==> src/rtl/gcd_controller.sv <==
`default_nettype none
// ============================================================================
//  Module   : gcd_controller
//  Purpose  : Sequencer for a 16-bit subtractive GCD datapath, with a
//             start/busy/done/err handshake and an iteration watchdog.
//             Optional macro GCD_ITER_CNT_EN exposes the step count (iter_cnt).
//  Revision : 1.0  initial release
// ============================================================================
module gcd_controller #(
    parameter int CNT_W    = 16,
    parameter int MAX_ITER = 65535
) (
    input  logic             clk,
    input  logic             rst_n,
    input  logic             start,
    input  logic             gt,
    input  logic             lt,
    input  logic             eq,
    output logic             ldA,
    output logic             ldB,
    output logic             sel1,
    output logic             sel2,
    output logic             sel_in,
    output logic             need_a,
    output logic             need_b,
    output logic             busy,
    output logic             done,
`ifdef GCD_ITER_CNT_EN
    output logic [CNT_W-1:0] iter_cnt,
`endif
    output logic             err
);

    localparam logic [CNT_W-1:0] C_MAX_ITER = CNT_W'(MAX_ITER);

    typedef enum logic [2:0] {
        S_IDLE   = 3'd0,
        S_LOAD_A = 3'd1,
        S_LOAD_B = 3'd2,
        S_CALC   = 3'd3,
        S_SUB_A  = 3'd4,
        S_SUB_B  = 3'd5,
        S_DONE   = 3'd6
    } state_t;

    state_t           r_state;
    state_t           w_next;
    logic             w_abort;
    logic             w_accept;
    logic [CNT_W-1:0] r_cnt;

    assign w_accept = (r_state == S_IDLE) && start;

    always_comb begin
        w_next  = r_state;
        w_abort = 1'b0;
        case (r_state)
            S_IDLE:   if (start) w_next = S_LOAD_A;
            S_LOAD_A: w_next = S_LOAD_B;
            S_LOAD_B: w_next = S_CALC;
            S_CALC: begin
                // Equality wins over the watchdog so a result found on the
                // last permitted step is still reported as good.
                if (eq) begin
                    w_next = S_DONE;
                end else if (r_cnt == C_MAX_ITER) begin
                    w_next  = S_DONE;
                    w_abort = 1'b1;
                end else if (gt) begin
                    w_next = S_SUB_A;
                end else if (lt) begin
                    w_next = S_SUB_B;
                end else begin
                    w_next  = S_DONE;
                    w_abort = 1'b1;
                end
            end
            S_SUB_A:  w_next = S_CALC;
            S_SUB_B:  w_next = S_CALC;
            S_DONE:   w_next = S_IDLE;
            default:  w_next = S_IDLE;
        endcase
    end

    // Outputs are decoded from the next state so the registered copies line
    // up with the state they belong to.
    always_ff @(posedge clk or negedge rst_n) begin
        if (!rst_n) begin
            r_state <= S_IDLE;
            r_cnt   <= '0;
            err     <= 1'b0;
            ldA     <= 1'b0;
            ldB     <= 1'b0;
            sel1    <= 1'b0;
            sel2    <= 1'b0;
            sel_in  <= 1'b0;
            need_a  <= 1'b0;
            need_b  <= 1'b0;
            busy    <= 1'b0;
            done    <= 1'b0;
        end else begin
            r_state <= w_next;
            ldA     <= (w_next == S_LOAD_A) || (w_next == S_SUB_A);
            ldB     <= (w_next == S_LOAD_B) || (w_next == S_SUB_B);
            sel1    <= (w_next == S_SUB_B);
            sel2    <= (w_next == S_SUB_A);
            sel_in  <= (w_next == S_LOAD_A) || (w_next == S_LOAD_B);
            need_a  <= (w_next == S_LOAD_A);
            need_b  <= (w_next == S_LOAD_B);
            busy    <= (w_next != S_IDLE);
            done    <= (w_next == S_DONE);

            if (w_accept) begin
                r_cnt <= '0;
            end else if ((r_state == S_SUB_A) || (r_state == S_SUB_B)) begin
                r_cnt <= r_cnt + 1'b1;
            end

            if (w_accept) begin
                err <= 1'b0;
            end else if (w_abort) begin
                err <= 1'b1;
            end
        end
    end

`ifdef GCD_ITER_CNT_EN
    always_ff @(posedge clk or negedge rst_n) begin
        if (!rst_n) begin
            iter_cnt <= '0;
        end else if ((r_state == S_CALC) && (w_next == S_DONE)) begin
            iter_cnt <= r_cnt;
        end
    end
`endif

endmodule
`default_nettype wire

==> config.mk <==
export PLATFORM = sky130hd
export DESIGN_NAME = gcd_controller
export DESIGN_NICKNAME = d
export VERILOG_FILES = /design/src/rtl/gcd_controller.sv
export SDC_FILE = /design/constraint.sdc
export NUM_CORES = 1
export LEC_CHECK = 0
export ABC_CLOCK_PERIOD_IN_PS = 3090
export BUFFER_PORTS_ARGS = -buffer_cell sky130_fd_sc_hd__buf_2
export CAP_MARGIN = 0
export CELL_PAD_IN_SITES_DETAIL_PLACEMENT = 0
export CELL_PAD_IN_SITES_GLOBAL_PLACEMENT = 2
export CORE_MARGIN = 5
export CORE_UTILIZATION = 40
export CTS_BUF_LIST = sky130_fd_sc_hd__clkbuf_4 sky130_fd_sc_hd__clkbuf_8
export CTS_CLUSTER_DIAMETER = 40
export DETAILED_ROUTE_END_ITERATION = 10
export PLACE_DENSITY = 0.82
export SLEW_MARGIN = 10
export SYNTH_ARGS = -nofsm -noshare
export SYNTH_HDL_FRONTEND = slang
export SYNTH_SLANG_ARGS = --single-unit
export TNS_END_PERCENT = 50
==> constraint.sdc <==
create_clock -name clk -period 3.09 [get_ports clk]
set_input_delay 0.4635 -clock clk [delete_from_list [all_inputs] [get_ports clk]]
set_output_delay 0.4635 -clock clk [all_outputs]
set_load 0.05 [all_outputs]
==> results of run 1 <==
-- metal layers --
layer	share of wire (%)	global-route usage, %	wire length [um]	vias to the layer above
li1	-	-	-	498
met4	1.9	5.32	48	0
met1	48	16.7	1210	474
met3	3.6	4.99	91	5
met5	0	0	0	-
met2	47	20.9	1200	12
-- layout make-up --
| cell class | instances | share of cell area, % |
|---|---|---|
| inverters | 7 | 1.75 |
| well taps | 44 | 3.66 |
| clock inverters | 1 | 0.333 |
| clock buffers | 7 | 4.33 |
| flip-flops and latches | 29 | 48.3 |
| multi-input cells | 93 | 36.7 |
| repair buffers | 15 | 4.99 |
-- power groups by stage --
stage,Sequential [uW],Combinational (uW),Clock [uW]
6_report,632,424,263
3_5_place_dp,637,429,0
4_1_cts,631,430,271
2_1_floorplan,744,216,0
5_1_grt,652,471,293
3_3_place_gp,632,426,0
-- through the flow --
stage / worst slack (ns) / instance area [um^2] / hold slack (ns) / instances
2_1_floorplan: 1.35 / 1330 / 0.168 / 133
3_3_place_gp: 1.32 / 1430 / 0.499 / 188
3_5_place_dp: 1.27 / 1430 / 0.512 / 188
4_1_cts: 1.24 / 1500 / 0.156 / 196
5_1_grt: 1.12 / 1500 / 0.177 / 196
6_report: 1.24 / 1500 / 0.136 / 196
-- flip-flops by register name, indices dropped and copies added, names as in the netlist --
name / flops
need_b: 1
r_state: 3
need_a: 1
done: 1
sel_in: 1
r_cnt: 16
sel1: 1
busy: 1
err: 1
sel2: 1
ldB: 1
ldA: 1
-- cell families after synthesis --
| group | count (synthesis) | synth area share (%) |
|---|---|---|
| compound gates | 20 | 8.22 |
| simple gates | 62 | 25.8 |
| fa+ha+maj | 1 | 0.944 |
| buf+inv | 11 | 3.59 |
| xor+xnor | 9 | 5.95 |
| flops | 29 | 54.8 |
| mux | 1 | 0.755 |
-- path summary, 6_finish.rpt --
kind,end,startpoint,cells after the start
worst max-delay path,r_cnt[9],r_state[1],4
worst min-delay path,r_state[2],rst_n,1
min in group clk,sel2,gt,3
max in group asynchronous,r_cnt[7],rst_n,1
worst min register to register,err,err,2
worst max register to register,r_cnt[9],r_state[1],4
-- synthesized netlist by cell type --
cell type   n  share of area, %
dfrtp_1    29                55
nor2_1     16               4.5
nand2_1    12               3.4
o21ai_0    10               3.8
a21oi_1     8               3.0
inv_1       6               1.7
or3_1       6               2.8
nand4_1     5               2.4
nor3_1      5               1.9
xor2_1      5               3.3
nand3_1     4               1.5
xnor2_1     4               2.6
and4_2      2               1.5
clkbuf_2    2              0.76
nor4_1      2              0.94
or2_2       2              0.94
a311oi_1    1              0.66
and2_1      1              0.47
and2_2      1              0.57
and4b_1     1              0.76
buf_4       1              0.57
clkbuf_1    1              0.28
clkinv_1    1              0.28
ha_1        1              0.94
mux2i_1     1              0.76
nand3b_1    1              0.57
nand3b_4    1               1.5
nand4_2     1              0.94
nor2b_1     1              0.47
o211a_1     1              0.76
or4_1       1              0.57
==> results.sh, run 1 <==
export IMPL_outcome="finished, final reports clean"
export IMPL_max_cap_violations=0
export IMPL_cp_cell_sequence="nand3b_4, or4_1, or3_1, a21oi_1"
export IMPL_power_share_clock_pct=19.9
export IMPL_cell_with_the_largest_stage_delay_on_the_worst_path="or4_1"
export IMPL_drtPass1Iterations=4
export IMPL_grt_usage_pct=13.4
export IMPL_final_min_clock_period_ns=1.85
export IMPL_vias_per_cell=5.05
export IMPL_final_layout_size_suffix_gt1_share_pct=19.7
export IMPL_worst_setup_path_start_kind="flop"
export IMPL_timing_final_setup_violations=0
export IMPL_synth_cells=133
export IMPL_overflow=0
export IMPL_multi_input_comb_area_um2=552
export IMPL_antenna_found_initial=0
export IMPL_total_switching_power_uw=549
export IMPL_fin_setup_tns_ns=0
export IMPL_hold_path_class="in2async"
export IMPL_cts_max_level=2
export IMPL_fp_dieArea_um2=4560
export IMPL_io_pin_count=16
export IMPL_worstSetupEndpointType="flop"
export IMPL_final_report_hold_violation_count=0
export IMPL_vias_in_the_first_global_route=976
export IMPL_cell_internal_pwr_uw=770
export IMPL_power_total_uw=1320
export IMPL_cts_inserted_buffers=5
export IMPL_layout_commonest_cell="dfrtp_1"
export IMPL_die_h_um=67.6
export IMPL_cts_resized=0
export IMPL_syn2layout_area_growth_pct=13.5
export IMPL_area_sequential_um2=726
export IMPL_routed_wl_mm=2.55
export IMPL_reg2reg_slack_ns=1.24
export IMPL_final_max_slew_viol_count=0
export IMPL_synth_area_per_cell_um2=9.96
export IMPL_tightestPinTransition_ns=0.641
export IMPL_yosys_warnings=0
export IMPL_fill_cells=312
export IMPL_buffer_ports_inserted=15
export IMPL_synth_net_count=140
export IMPL_gpl_final_weighted_congestion=0.757
export IMPL_number_of_synthesized_register_bits=29
export IMPL_type_of_the_worst_setup_path="reg2reg"
export IMPL_std_cell_rows=20
export IMPL_setup_repair_bufs_after_cts=0
export IMPL_clk_root_buffer_cell="clkbuf_4"
export IMPL_initialDrtViolationCount=30
export IMPL_setup_repair_after_global_routing_missed_its_margin="no"
export IMPL_vias=989
export IMPL_sw_frac_of_total_pct=41.6
export IMPL_ant_nets=0
export IMPL_slew_headroom_pct=57.3
export IMPL_critPathMaxStageDelay_ns=0.59
export IMPL_power_density_nw_per_um2=877
export IMPL_worstPathRequired_ns=3.33
export IMPL_power_frac_comb_pct=32.2
export IMPL_netlist_cell_type_count=31
export IMPL_ir_worst_vdd_v=0.000423
export IMPL_dpl_hpwl_mm=1.83
export IMPL_post_synthesis_cell_area_um2=1330
export IMPL_drc=0
export IMPL_insertion_delay_to_the_later_sink_of_the_worst_skew_pair_ns=0.33
export IMPL_initial_core_util_pct=42.7
export IMPL_critPathBufInv=0
export IMPL_chipWidth_um=67.6
export IMPL_grt_first_pass_wirelength_mm=4.49
export IMPL_hold_fix_buffer_count_after_cts=0
export IMPL_power_leakage_uw=0.000724
export IMPL_routed_wire_length_per_instance_um=13.0
export IMPL_synth_sequential_area_ratio_pct=54.8
export IMPL_grt_max_degree=30
export IMPL_cts_clk_slew_worst_paths_ns=0.10
export IMPL_worst_endpoint_arrival_ns=2.09
export IMPL_tritoncts_num_sinks=29
export IMPL_post_route_util_pct=48.5
export IMPL_period_share_pct=59.8
export IMPL_final_net_count=158
export IMPL_most_common_layout_cells="dfrtp_1 (29), nor2_1 (16), buf_2 (15)"
export IMPL_critical_path_peak_fanout=9
export IMPL_p_seq_share_pct=47.9
export IMPL_timing_critical_path_max_delay_family="simple AND/OR/NAND/NOR gates"
export IMPL_placeableCoreArea_um2=3100
export IMPL_n_antenna_cell=0
export IMPL_max_freq_mhz=542
export IMPL_cts_tree="built"
export IMPL_max_clock_path_buffers=2
export IMPL_worst_clock_skew_ns=0.0139
Power figures use the tool's default switching activity.
==> run 2: changes to the inputs <==
- ABC_CLOCK_PERIOD_IN_PS: 3090 -> 1800
- CORE_UTILIZATION: 40 -> 38
- PLACE_DENSITY: 0.82 -> 0.78
- clock period: 3.09 -> 1.8 ns (I/O delays scaled with it)
==> run 2 against run 1 <==
  * Worst hold slack improved by 0.064 ns
  * Cell count increased by 6.1%
  * Global-route usage decreased by 0.16 points
  * Via count increased by 5.3%
  * Count of clock-buffer cells in the layout unchanged
  * Fmax increased by 12%
  * Sequential share of layout area decreased by 2.8 points
  * Combinational power increased by 110%
  * Critical endpoint is now r_cnt[11]
  * Highest routed layer unchanged
==> results.sh, run 2 (synthesis results as in run 1) <==
export IMPL_outcome="finished, final reports clean"
export IMPL_hold_ws_ns=0.200
export IMPL_type_of_the_worst_setup_path="reg2reg"
export IMPL_die_h_um=69.1
export IMPL_std_cell_rows=21
export IMPL_final_layout_size_suffix_gt1_share_pct=25.3
export IMPL_setup_repair_after_global_routing_missed_its_margin="no"
export IMPL_timing_hold_worst_endpoint="busy"
export IMPL_most_common_layout_cells="dfrtp_1 (28), nor2_1 (16), buf_2 (15)"
export IMPL_cts_tree="built"
export IMPL_syn2layout_area_growth_pct=20.6
export IMPL_ir_worst_vdd_v=0.000767
export IMPL_cts_max_level=2
export IMPL_vias_per_cell=5.00
export IMPL_cell_with_the_largest_stage_delay_on_the_worst_path="or4_4"
export IMPL_cell_internal_pwr_uw=1370
export IMPL_rr_worst_depth=4
export IMPL_routed_wire_length_per_instance_um=13.3
export IMPL_timing_critical_path_max_delay_family="simple AND/OR/NAND/NOR gates"
export IMPL_n_antenna_cell=0
export IMPL_worstSetupEndpointType="flop"
export IMPL_max_clock_path_buffers=2
export IMPL_vias_in_the_first_global_route=1050
export IMPL_cp_cell_sequence="nand3b_4, or4_4, or3_1, a21oi_1"
export IMPL_drtPass1Iterations=4
export IMPL_cts_inserted_buffers=5
export IMPL_gpl_final_weighted_congestion=0.806
export IMPL_layout_commonest_cell="dfrtp_1"
export IMPL_timing_final_setup_violations=0
export IMPL_critical_path_peak_fanout=8
export IMPL_period_share_pct=91.5
export IMPL_fp_dieArea_um2=4770
export IMPL_io_pin_count=16
export IMPL_cts_clk_slew_worst_paths_ns=0.09
export IMPL_chipWidth_um=69.1
export IMPL_drc=0
export IMPL_hold_path_startpoint="start"
export IMPL_max_cap_violations=0
export IMPL_post_route_util_pct=47.5
export IMPL_worst_hold_path_num_cells=3
export IMPL_antenna_found_initial=0
export IMPL_tightestPinTransition_ns=0.665
export IMPL_largest_register_ff_count=16
export IMPL_critPathMaxStageDelay_ns=0.53
export IMPL_tritoncts_num_sinks=29
export IMPL_power_share_clock_pct=17.9
export IMPL_worst_endpoint_arrival_ns=1.90
export IMPL_place_area_um2=1520
export IMPL_critPathBufInv=0
export IMPL_final_report_hold_violation_count=0
export IMPL_timing_rr_end="r_cnt[11]"
export IMPL_grt_first_pass_wirelength_mm=5.01
export IMPL_grt_max_degree=30
export IMPL_vias=1041
export IMPL_regs_by_ff_count="r_cnt x16, r_state x3"
export IMPL_power_density_nw_per_um2=1460
export IMPL_final_min_clock_period_ns=1.65
export IMPL_reg2reg_slack_ns=0.15
export IMPL_dpl_hpwl_mm=2.00
export IMPL_worst_setup_path_start_kind="flop"
export IMPL_power_frac_comb_pct=37.8
export IMPL_max_freq_mhz=607
export IMPL_overflow=0
export IMPL_power_total_uw=2330
export IMPL_total_switching_power_uw=956
export IMPL_ant_nets=0
export IMPL_sw_frac_of_total_pct=41.0
export IMPL_insertion_delay_to_the_later_sink_of_the_worst_skew_pair_ns=0.33
export IMPL_largest_register="r_cnt"
export IMPL_worst_clock_skew_ns=0.00762
export IMPL_initial_core_util_pct=39.4
export IMPL_power_leakage_uw=0.000776
export IMPL_initialDrtViolationCount=40
export IMPL_grt_usage_pct=13.2
export IMPL_final_max_slew_viol_count=0
export IMPL_worstPathRequired_ns=2.05
export IMPL_p_seq_share_pct=44.3
export IMPL_r2r_start="r_state[1]"
export IMPL_buffer_ports_inserted=15
export IMPL_routed_wl_mm=2.77
export IMPL_hold_path_class="in2reg"
export IMPL_final_net_count=169
export IMPL_final_cell_area_um2=1600
export IMPL_clk_root_buffer_cell="clkbuf_4"
export IMPL_slew_headroom_pct=55.7
export IMPL_placeableCoreArea_um2=3360
export IMPL_fin_setup_tns_ns=0
run 2: cell types whose count changed in the layout (fill, tap and decap cells not counted), sizes merged:
cell and change:
buf +10, dlygate4sd3 +1, clkinv -1
run 2: worst max path at each step:
stage / from / end / cells after the start
floorplan: r_state[1] / r_cnt[15] / 6
global placement: r_cnt[5] / r_cnt[15] / 4
detailed placement: r_cnt[2] / r_cnt[11] / 4
CTS: r_cnt[2] / r_cnt[11] / 4
global route: r_cnt[6] / r_cnt[9] / 4
finish: r_state[1] / r_cnt[11] / 4
run 2: final cells by class:
class | count | area (um^2)
Fill cell | 343 | 1770
Clock buffer | 7 | 58.8
Multi-Input combinational cell | 93 | 556
Tap cell | 46 | 57.6
Sequential cell | 29 | 727
Timing Repair Buffer | 26 | 173
Inverter | 7 | 26.3
run 2: repair_timing:
| action | CTS | global route |
|---|---|---|
| endpoints found under the setup margin | 0 | 4 |
| setup buffers | 0 | 1 |
| hold endpoints to repair | 29 | 0 |
| resized for setup | 0 | 2 |
| hold buffers | 1 | 0 |
run 2: through the flow:
stage | cells | setup slack (ns)
3_5_place_dp | 199 | 0.0472
5_1_grt | 208 | 0.0244
2_1_floorplan | 133 | 0.0583
3_3_place_gp | 199 | 0.141
6_report | 208 | 0.153
4_1_cts | 207 | 0.0216
run 2: layer usage:
layer  vias to the layer above  share of wire [%]  GRT usage [%]
li1                        522                  -              -
met1                       497                 48           16.9
met2                        13                 47           19.9
met3                         9                3.4           4.51
met4                         0                2.2           6.51
met5                         -                  0              0
run 2: worst min-delay path, stage by stage:
cell and delay (ns):
buf_2 0.10, inv_1 0.06, a21oi_1 0.06
run 2: power by group through the flow:
stage / Clock, uW / Combinational (uW) / Sequential, uW
floorplan: 0 / 371 / 1280
CTS: 435 / 879 / 1040
global placement: 0 / 866 / 1030
finish: 417 / 880 / 1030
detailed placement: 0 / 875 / 1050
global route: 467 / 974 / 1070
